==> src/rtl/datapath_sequencer.sv <==
// rtl/datapath_sequencer.sv - Moore sequencer generating per-cycle datapath strobes for one micro-op
//
// Ports:
//   clock              system clock, rising edge
//   clear              asynchronous active-low reset
//   start, op, imm     request handshake; op/imm latched when start is seen in IDLE
//   busy               high during T0..last T-state
//   done               one-cycle pulse after the last T-state
//   RAin/RBin/RZin     register load strobes
//   RAout/RBout/RZout  bus driver enables (at most one high)
//   AddImmediate       adder immediate operand
//   RegisterAImmediate immediate loaded into A
//   op_count           completed micro-ops, saturating
module datapath_sequencer #(
    parameter int IMM_WIDTH = 8,
    parameter int CNT_WIDTH = 16
) (
    input  logic                 clock,
    input  logic                 clear,
    input  logic                 start,
    input  logic [1:0]           op,
    input  logic [IMM_WIDTH-1:0] imm,
    output logic                 busy,
    output logic                 done,
    output logic                 RAin,
    output logic                 RBin,
    output logic                 RZin,
    output logic                 RAout,
    output logic                 RBout,
    output logic                 RZout,
    output logic [IMM_WIDTH-1:0] AddImmediate,
    output logic [IMM_WIDTH-1:0] RegisterAImmediate,
    output logic [CNT_WIDTH-1:0] op_count
);

    typedef enum logic [2:0] {
        S_IDLE,
        S_T0,
        S_T1,
        S_T2,
        S_DONE
    } state_t;

    // Every op is a sequence of at most three primitive steps.
    typedef enum logic [1:0] {
        STEP_NONE,
        STEP_LOAD_A,
        STEP_ADD,
        STEP_MOVE_ZB
    } step_t;

    localparam logic [1:0] OP_LDA    = 2'b00;
    localparam logic [1:0] OP_ADDB   = 2'b01;
    localparam logic [1:0] OP_LDADDB = 2'b10;
    localparam logic [1:0] OP_MOVZB  = 2'b11;

    state_t                 state_q;
    state_t                 state_d;
    step_t                  step;
    logic [1:0]             op_q;
    logic [IMM_WIDTH-1:0]   imm_q;

    always_ff @(posedge clock or negedge clear) begin
        if (!clear) begin
            state_q  <= S_IDLE;
            op_q     <= 2'b00;
            imm_q    <= '0;
            op_count <= '0;
        end else begin
            state_q <= state_d;
            if (state_q == S_IDLE && start) begin
                op_q  <= op;
                imm_q <= imm;
            end
            if (state_q == S_DONE && op_count != '1) begin
                op_count <= op_count + {{(CNT_WIDTH-1){1'b0}}, 1'b1};
            end
        end
    end

    always_comb begin
        state_d = state_q;
        case (state_q)
            S_IDLE: if (start) state_d = S_T0;
            S_T0:   state_d = (op_q == OP_ADDB || op_q == OP_LDADDB) ? S_T1 : S_DONE;
            S_T1:   state_d = (op_q == OP_LDADDB) ? S_T2 : S_DONE;
            S_T2:   state_d = S_DONE;
            S_DONE: state_d = S_IDLE;
            default: state_d = S_IDLE;
        endcase
    end

    // Map (T-state, latched op) onto the primitive step to perform.
    always_comb begin
        step = STEP_NONE;
        case (state_q)
            S_T0: begin
                case (op_q)
                    OP_LDA:    step = STEP_LOAD_A;
                    OP_ADDB:   step = STEP_ADD;
                    OP_LDADDB: step = STEP_LOAD_A;
                    OP_MOVZB:  step = STEP_MOVE_ZB;
                    default:   step = STEP_NONE;
                endcase
            end
            S_T1: begin
                if (op_q == OP_ADDB)        step = STEP_MOVE_ZB;
                else if (op_q == OP_LDADDB) step = STEP_ADD;
            end
            S_T2: step = STEP_MOVE_ZB;
            default: step = STEP_NONE;
        endcase
    end

    always_comb begin
        busy               = (state_q == S_T0) || (state_q == S_T1) || (state_q == S_T2);
        done               = (state_q == S_DONE);
        RAin               = 1'b0;
        RBin               = 1'b0;
        RZin               = 1'b0;
        RAout              = 1'b0;
        RBout              = 1'b0;
        RZout              = 1'b0;
        AddImmediate       = '0;
        RegisterAImmediate = '0;
        case (step)
            STEP_LOAD_A: begin
                RAin               = 1'b1;
                RegisterAImmediate = imm_q;
            end
            STEP_ADD: begin
                RAout        = 1'b1;
                RZin         = 1'b1;
                AddImmediate = imm_q;
            end
            STEP_MOVE_ZB: begin
                RZout = 1'b1;
                RBin  = 1'b1;
            end
            default: ;
        endcase
    end

endmodule

==> config.mk <==
export PLATFORM = sky130hd
export DESIGN_NAME = datapath_sequencer
export DESIGN_NICKNAME = d
export VERILOG_FILES = /design/src/rtl/datapath_sequencer.sv
export SDC_FILE = /design/constraint.sdc
export NUM_CORES = 1
export LEC_CHECK = 0
export BUFFER_PORTS_ARGS = -buffer_cell sky130_fd_sc_hd__buf_2
export CAP_MARGIN = 20
export CORE_MARGIN = 5
export CORE_UTILIZATION = 30
export DETAILED_ROUTE_END_ITERATION = 10
export PLACE_DENSITY_LB_ADDON = 0.08
export SETUP_SLACK_MARGIN = 0.05
export SLEW_MARGIN = 20
export SYNTH_ARGS = -nofsm -noshare
export SYNTH_HDL_FRONTEND = slang
export SYNTH_SLANG_ARGS = --single-unit
==> constraint.sdc <==
create_clock -name clock -period 4.8 [get_ports clock]
set_input_delay 0.48 -clock clock [delete_from_list [all_inputs] [get_ports clock]]
set_output_delay 0.48 -clock clock [all_outputs]
set_load 0.01 [all_outputs]
==> flow_summary.ini, run 1 <==
[run_status]
status = finished clean

[min_path]
hold_class = in -> async

[logic_synthesis]
synth-edff-count = 0
syn_area_um2 = 1608
synth_top_area_cell = dfrtp_1
yosys_most_used_dff = dfrtp_1
synth.distinct_cells = 37
synthTopCellsByArea = dfrtp_1, mux2_2, and2_1
synthArstFlopShare = 1.000
syn_inst = 149
synth_area_per_cell_um2 = 10.79
netlist.area_leader.share = 0.4514
synth_nets = 167
yosysSeqAreaShare = 0.4514
ys_ff_latch = 29
ys_warn_count = 0

[critical_path]
timing.rr.start = state_q[2]$_DFFE_PN0P_
arrival_ns = 2.28
crit_type = reg -> out
cp-end-kind = primary output
r2r_slack_ns = 2.84
path_cells = inv_1 -> ha_1 -> nand2b_1 -> a21oi_1 -> nor3_1 -> and2_1 -> buf_2
crit_path_top_delay_cell = nor3_1
path_max_fanout = 10
required_ns = 4.32
rr_endpoint = op_count[13]$_DFFE_PN0P_
cpPeakStageDelay_ns = 0.69
reg2regPathDepth = 4
cp-start-kind = flop

[flow_run]
drv_cap = 0

[final_layout]
fillers = 543
final_common_cell = buf_2
final_cell_mix = buf_2, dfrtp_1, and2_1, mux2_2
area_growth_pct = 24.67
drive_gt1_frac = 0.3731
diodes = 0
final_nets = 218
design_area_um2 = 2004

[power_and_ir_drop]
power_density_nw_per_um2 = 526.3
leakagePower_nw = 1.005
peakVddDrop_v = 0.0002140

[die]
io_pins = 53
design.die.area_um2 = 6923
core-area_um2 = 5172
dieWidth_um = 83.21
die_y_um = 83.21
rows = 26
start_util = 0.3108

[detailed_routing]
viasPerCell = 4.646
drc = 0
first_pass_iters = 4
first_iter_violations = 19
drt-total-wl_um = 3648
drtAntennaViolNets = 0
routedWlPerCell_um = 13.46
via_count = 1259

[clocking]
insertion_delay_ns = 0.27
tritoncts = yes
clkTransAtPathRegs_ns = 0.07
htree_levels = 2
cts_root_buf = clkbuf_8
cts_buffers = 5
post-cts-setup-buffer-count = 0
cts_resized = 0
clock-sinks = 29
cts_max_path_buffers = 2
cts_hold_buf = 0

[sta]
clock.fmax_ghz = 0.3627
rsz0062_at_grt = no
fin_setup_tns_ns = 0
skew_ns = 0.007001
period_share = 0.5744
slew_violations = 0
setup_viol_count_final = 0
relSlewSlack = 0.4513
final-hold-violation-count = 0
fin_crit_ns = 2.757
tightest_slew_ns = 0.8167
fin_hold_ws_ns = 0.2392

[grt]
antenna_found_initial = 0
track_usage = 0.1118
grt_pass1_wl_um = 6465
grt_pass1_vias = 1357
grt-ovfl-total = 0
grt_max_degree = 30

[placed_design]
dp_hpwl_um = 2758
io_buffers = 51
place.gp.congestion = 0.8444
post_dp_cell_area_um2 = 1903
[report_power, final]
part | switching, mW | internal (mW)
clock | 0.0901 | 0.129
combinational | 0.223 | 0.210
sequential | 0.0844 | 0.318
[through the flow]
stage | cells | setup WS [ns] | utilization | total power [mW]
after floorplan | 149 | 2.563 | - | 0.7027
after global placement | 263 | 2.404 | 0.3679 | 0.8353
after detailed placement | 263 | 2.278 | 0.3679 | 0.8521
after CTS | 271 | 1.978 | 0.3875 | 1.078
after global routing | 271 | 1.690 | 0.3875 | 1.144
final | 271 | 2.043 | 0.3875 | 1.055
[area by class of cell]
type	instances	area, µm²	area share
repair buffers	52	262.8	0.1311
well taps	70	87.58	0.04370
clock inverters	1	5.005	0.002497
clock buffers	7	96.34	0.04806
flip-flops and latches	29	725.7	0.3620
inverters	5	18.77	0.009363
multi-input cells	107	808.3	0.4032
[synth_stat cells (2+ instances only)]
cell and instances:
dfrtp_1 29, and2_1 16, mux2_2 9, xor2_1 7, nand4_1 6, nor2_1 6, xnor2_1 6, a21oi_1 5
ha_1 5, inv_1 5, nand2_1 5, nor3_1 5, o21ai_0 5, buf_4 4, nand3_1 4, nand2b_1 3
nor4_1 3, o21a_1 3, buf_6 2, nor3b_1 2, nor4_4 2, o2111ai_1 2
[critical path: cells and delay by family, from the launching register on]
kind | cells | cell delay [ns]
AO/OA/AOI/OAI | 1 | 0.09
AND/OR/NAND/NOR | 3 | 1.00
buffers and inverters | 2 | 0.20
adder cells (fa/ha/maj) | 1 | 0.32
flip-flops | 1 | 0.39
[metal layers]
| metal | global-route usage | vias up | part of all wire |
|---|---|---|---|
| met5 | 0 | - | 0 |
| met4 | 0.03120 | 0 | 0.0074 |
| met3 | 0.03960 | 4 | 0.059 |
| met2 | 0.1939 | 35 | 0.49 |
| met1 | 0.1298 | 601 | 0.44 |
| li1 | - | 619 | - |
[worst max path at each step]
stage,startpoint,end,cells after the start
global route,op_q[0]$_DFFE_PN0P_,AddImmediate[2],7
CTS,op_q[0]$_DFFE_PN0P_,AddImmediate[5],7
finish,op_q[0]$_DFFE_PN0P_,AddImmediate[2],7
floorplan,op_q[0]$_DFFE_PN0P_,AddImmediate[0],6
global placement,op_q[0]$_DFFE_PN0P_,AddImmediate[3],7
detailed placement,op_q[0]$_DFFE_PN0P_,AddImmediate[5],7
[registers in the layout (all words and copies together) (netlist names)]
| register | cells |
|---|---|
| op_count | 16 |
| op_q | 2 |
| state_q | 3 |
| imm_q | 8 |
[logic make-up after synthesis]
family          Yosys count  share of synthesized area
xor+xnor                 13                    0.07082
fa+ha+maj                 5                    0.03891
buf+inv                  13                    0.04980
flops                    29                     0.4514
mux                      10                    0.06926
compound gates           16                    0.05992
other cells               1                   0.002332
simple gates             62                     0.2576
Note: power is estimated with default switching activity, not from simulation.
==> run 2: changes to the inputs <==
==> constraint.sdc (replaced) <==
create_clock -name clock -period 2.9 [get_ports clock]
set_input_delay 0.29 -clock clock [delete_from_list [all_inputs] [get_ports clock]]
set_output_delay 0.29 -clock clock [all_outputs]
set_load 0.01 [all_outputs]
==> run 2 against run 1 <==
Count of clock-buffer cells in the layout is the same. Flip-flop and latch count is the same. Core utilization grew 0.15 points. Clock skew grew 0.00065 ns. Sequential share of layout area shrank 0.14 points. Register-to-register slack lost 1.9 ns. Critical path type unchanged. Worst hold slack lost 0.19 ns. Via count grew 2.1%. Largest cell class unchanged. Combinational power grew 68%. Clock power grew 68%. Critical path depth is the same.
==> flow_summary.ini, run 2 (synthesized netlist as in run 1, its figures left out) <==
[grt]
track_usage = 0.1136
grt_pass1_vias = 1332
grt_max_degree = 30
grt_pass1_wl_um = 6451
grt-ovfl-total = 0
antenna_found_initial = 0

[final_layout]
area_growth_pct = 25.14
final_cell_mix = buf_2, dfrtp_1, and2_1, mux2_2
top_regs = op_count: 16 flops, imm_q: 8 flops, state_q: 3 flops
drive_gt1_frac = 0.3762
final_common_cell = buf_2
largest_register_ffs = 16
diodes = 0
final_nets = 219
final_util = 0.3890
regMostFlops = op_count

[placed_design]
pre_cts_ws_ns = 0.9530
io_buffers = 51
place.gp.congestion = 0.7954
dp_hpwl_um = 2801

[power_and_ir_drop]
peakVddDrop_v = 0.0003183
power_frac_seq = 0.376
netSwitchingPower_mw = 0.6608
pwr-share-clk = 0.210
internal_power_mw = 1.099
netSwitchingFraction = 0.3756
combPwrFrac = 0.414
power_density_nw_per_um2 = 874.6
leakagePower_nw = 1.010

[die]
design.die.area_um2 = 6923
die_y_um = 83.21
dieWidth_um = 83.21
start_util = 0.3108
io_pins = 53
core-area_um2 = 5172
rows = 26

[critical_path]
timing.rr.start = state_q[2]$_DFFE_PN0P_
arrival_ns = 1.94
r2r_slack_ns = 0.97
rr_endpoint = op_count[8]$_DFFE_PN0P_
reg2regPathDepth = 4
required_ns = 2.61
crit_type = reg -> out
cp-start-kind = flop
cp-end-kind = primary output
path_max_fanout = 9

[sta]
setup_slack_ns = 0.6724
final-hold-violation-count = 0
relSlewSlack = 0.5573
skew_ns = 0.007652
rsz0062_at_grt = no
period_share = 0.7681
fin_setup_tns_ns = 0
setup_viol_count_final = 0
tightest_slew_ns = 0.6641
slew_violations = 0
clock.fmax_ghz = 0.4489
fin_crit_ns = 2.228

[detailed_routing]
drc = 0
drt-total-wl_um = 3707
viasPerCell = 4.724
routedWlPerCell_um = 13.63
first_pass_iters = 4
drtAntennaViolNets = 0
via_count = 1285
first_iter_violations = 22

[run_status]
status = finished clean

[clocking]
clock-sinks = 29
cts_buffers = 5
cts_resized = 0
clkTransAtPathRegs_ns = 0.07
cts_root_buf = clkbuf_8
cts_hold_buf = 0
post-cts-setup-buffer-count = 0
tritoncts = yes
insertion_delay_ns = 0.28
cts_max_path_buffers = 2
htree_levels = 2

[flow_run]
drv_cap = 0

[min_path]
hold_class = in -> async
==> run 2: area by class of cell <==
type                       instances  area [µm²]
clock inverter                     1       5.005
sequential                        29       725.7
multi-input combinational        107       808.3
fill                             532        3161
inverter                           5       18.77
tap                               70       87.58
clock buffer                       7       96.34
timing repair buffer              53       270.3
==> run 2: power groups by stage <==
stage	combinational (mW)	clock, mW	sequential [mW]
floorplan	0.537	0	0.626
global placement	0.742	0	0.660
detailed placement	0.745	0	0.671
CTS	0.750	0.382	0.663
global route	0.825	0.400	0.688
finish	0.729	0.369	0.662
==> run 2: per-layer routing <==
metal / part of all wire / routed length (µm) / global-route usage / vias up
met3: 0.059 / 220 / 0.03762 / 5
met1: 0.43 / 1601 / 0.1343 / 612
met2: 0.49 / 1834 / 0.1939 / 41
met5: 0 / 0 / 0 / -
li1: - / - / - / 627
met4: 0.013 / 50 / 0.03566 / 0
==> run 2: critical path, cell delays in order (launching register included) <==
cell and delay (ns):
dfrtp_1 0.40, inv_1 0.07, ha_1 0.32, nand2b_1 0.06, a21oi_1 0.23, o21a_1 0.29
and2_1 0.16, buf_2 0.12
==> run 2: worst max path at each step <==
stage | from | cells after the start | endpoint | slack (ns)
after floorplan | op_q[0]$_DFFE_PN0P_ | 6 | AddImmediate[0] | 0.85
after global placement | op_q[0]$_DFFE_PN0P_ | 7 | RegisterAImmediate[3] | 0.99
after detailed placement | op_q[0]$_DFFE_PN0P_ | 7 | RegisterAImmediate[6] | 0.95
after CTS | op_q[0]$_DFFE_PN0P_ | 7 | RegisterAImmediate[6] | 0.63
after global routing | op_q[0]$_DFFE_PN0P_ | 7 | RegisterAImmediate[3] | 0.43
final | op_q[0]$_DFFE_PN0P_ | 7 | RegisterAImmediate[7] | 0.67
==> run 2: through the flow <==
stage               power, mW  std cells  area (µm²)  hold WS (ns)
floorplan               1.163        149        1608     -0.005591
global placement        1.402        264        1911        0.3612
detailed placement      1.416        264        1911        0.3748
CTS                     1.794        272        2012       0.07498
global route            1.914        272        2012        0.1049
finish                  1.760        272        2012       0.04446
==> run 3: changes to the inputs <==
==> constraint.sdc (replaced) <==
create_clock -name clock -period 2.1 [get_ports clock]
set_input_delay 0.21 -clock clock [delete_from_list [all_inputs] [get_ports clock]]
set_output_delay 0.21 -clock clock [all_outputs]
set_load 0.01 [all_outputs]
==> run 3 against run 2 <==
Worst setup slack worse by 0.60 ns. Clock skew is 0.0018 ns lower. Count of clock-buffer cells in the layout stayed put. First-iteration DRC count is 41% lower. Critical path type unchanged. Worst hold slack better by 0.10 ns. Via count is 1.9% higher. Critical endpoint is now AddImmediate[5]. Wire length is 3.7% higher. Sequential share of layout area is 2.0 points lower. Clock power is 23% higher. Final cell count is 2.9% higher. Highest routed layer unchanged. Largest power group unchanged.
==> flow_summary.ini, run 3 (synthesized netlist as in run 1, its figures left out) <==
[detailed_routing]
viasPerCell = 4.679
via_count = 1310
drc = 0
drtAntennaViolNets = 0
first_pass_iters = 4
first_iter_violations = 13
drt-total-wl_um = 3844
routedWlPerCell_um = 13.73

[grt]
grt_pass1_wl_um = 6555
grt_max_degree = 30
grt_pass1_vias = 1362
track_usage = 0.1146
antenna_found_initial = 0
grt-ovfl-total = 0

[placed_design]
post_dp_cell_area_um2 = 1948
pre_cts_ws_ns = 0.2335
place.gp.congestion = 0.8261
io_buffers = 51
dp_hpwl_um = 2862

[min_path]
hold_class = in -> reg

[clocking]
htree_levels = 2
cts_max_path_buffers = 2
cts_buffers = 5
cts_root_buf = clkbuf_8
tritoncts = yes
clkTransAtPathRegs_ns = 0.06
insertion_delay_ns = 0.27
clock-sinks = 29

[die]
design.die.area_um2 = 6923
start_util = 0.3108
core-area_um2 = 5172
rows = 26
die_y_um = 83.21
dieWidth_um = 83.21
io_pins = 53

[sta]
setup_slack_ns = 0.07373
tightest_slew_ns = 0.6440
clock.fmax_ghz = 0.4935
final-hold-violation-count = 0
setup_viol_count_final = 0
rsz0062_at_grt = yes
slew_violations = 0
relSlewSlack = 0.5707
fin_crit_ns = 2.026
skew_ns = 0.005901
period_share = 0.9649

[power_and_ir_drop]
peakVddDrop_v = 0.0004730
power.total_mw = 2.652
power_density_nw_per_um2 = 1241
leakagePower_nw = 1.049

[final_layout]
top_regs = op_count: 16 flops, imm_q: 8 flops, state_q: 3 flops
design_area_um2 = 2136
fillers = 514
drive_gt1_frac = 0.4429
area_growth_pct = 32.84
final_nets = 228
final_util = 0.4129
largest_register_ffs = 16
final_cell_mix = buf_2, dfrtp_1, and2_1, mux2_2, buf_4
diodes = 0
final_common_cell = buf_2
regMostFlops = op_count

[critical_path]
cp-start-kind = flop
path_max_fanout = 5
crit_type = reg -> out
cp-end-kind = primary output
required_ns = 1.89
arrival_ns = 1.82

[run_status]
status = finished clean

[flow_run]
drv_cap = 0
## run 3: cell count changes in the layout (fill, tap and decap cells not counted), moves of 2 or more
cell	previous run	this run
buf_4	2	8
ha_2	0	2
ha_1	5	2
inv_2	0	2
a21oi_4	0	2
inv_1	5	3
a21oi_1	5	3
## run 3: critical path: stages, from the launching register on
cell and delay (ns):
dfrtp_2 0.41, inv_2 0.06, ha_2 0.17, o21a_1 0.19, a21oi_4 0.19, nor3_4 0.07
buf_4 0.15, and2_1 0.15, buf_2 0.13
## run 3: area by class of cell
type | instances | area [µm²] | area share
well taps | 70 | 87.58 | 0.04101
clock buffers | 7 | 86.33 | 0.04042
multi-input cells | 108 | 879.6 | 0.4118
flip-flops and latches | 29 | 726.9 | 0.3404
inverters | 5 | 18.77 | 0.008787
repair buffers | 61 | 336.6 | 0.1576
## run 3: what timing repair did
action,4_1_cts,5_1_grt
resized for setup,7,12
hold buffers,1,0
pin swaps,3,3
hold endpoints to repair,29,0
cloned,1,1
setup buffers,0,1
setup endpoints to repair,19,18
## run 3: path summary, 6_finish.rpt
check,start,end,slack (ns),cells after the start
setup / recovery,op_q[1]$_DFFE_PN0P_,AddImmediate[5],0.07,8
hold / removal,op[1],op_q[1]$_DFFE_PN0P_,0.15,3
setup reg to reg,state_q[1]$_DFFE_PN0P_,op_count[13]$_DFFE_PN0P_,0.31,4
hold reg to reg,op_count[15]$_DFFE_PN0P_,op_count[15]$_DFFE_PN0P_,0.51,1
max in group asynchronous,clear,op_q[1]$_DFFE_PN0P_,1.15,2
min in group asynchronous,clear,op_count[12]$_DFFE_PN0P_,0.49,2
## run 3: through the flow
stage                     TNS [ns]  std cells  hold slack [ns]
final                            0        280           0.1483
after global routing      -0.09197        280           0.1431
after CTS                        0        278           0.1421
after detailed placement         0        269           0.2857
after global placement           0        269           0.2815
after floorplan                  0        149         -0.08559
## run 3: metal layers
layer,GRT usage,vias up,routed length (µm)
li1,-,641,-
met1,0.1386,629,1737
met2,0.1910,35,1860
met3,0.03960,5,199
met4,0.03566,0,46
met5,0,-,0
## run 3: report_power, final
group	total, mW	switching, mW	leakage, nW	internal, mW
registers	0.874	0.144	0.373	0.730
logic	1.32	0.674	0.631	0.650
clock network	0.454	0.194	0.0443	0.259
total	2.65	1.01	1.05	1.64
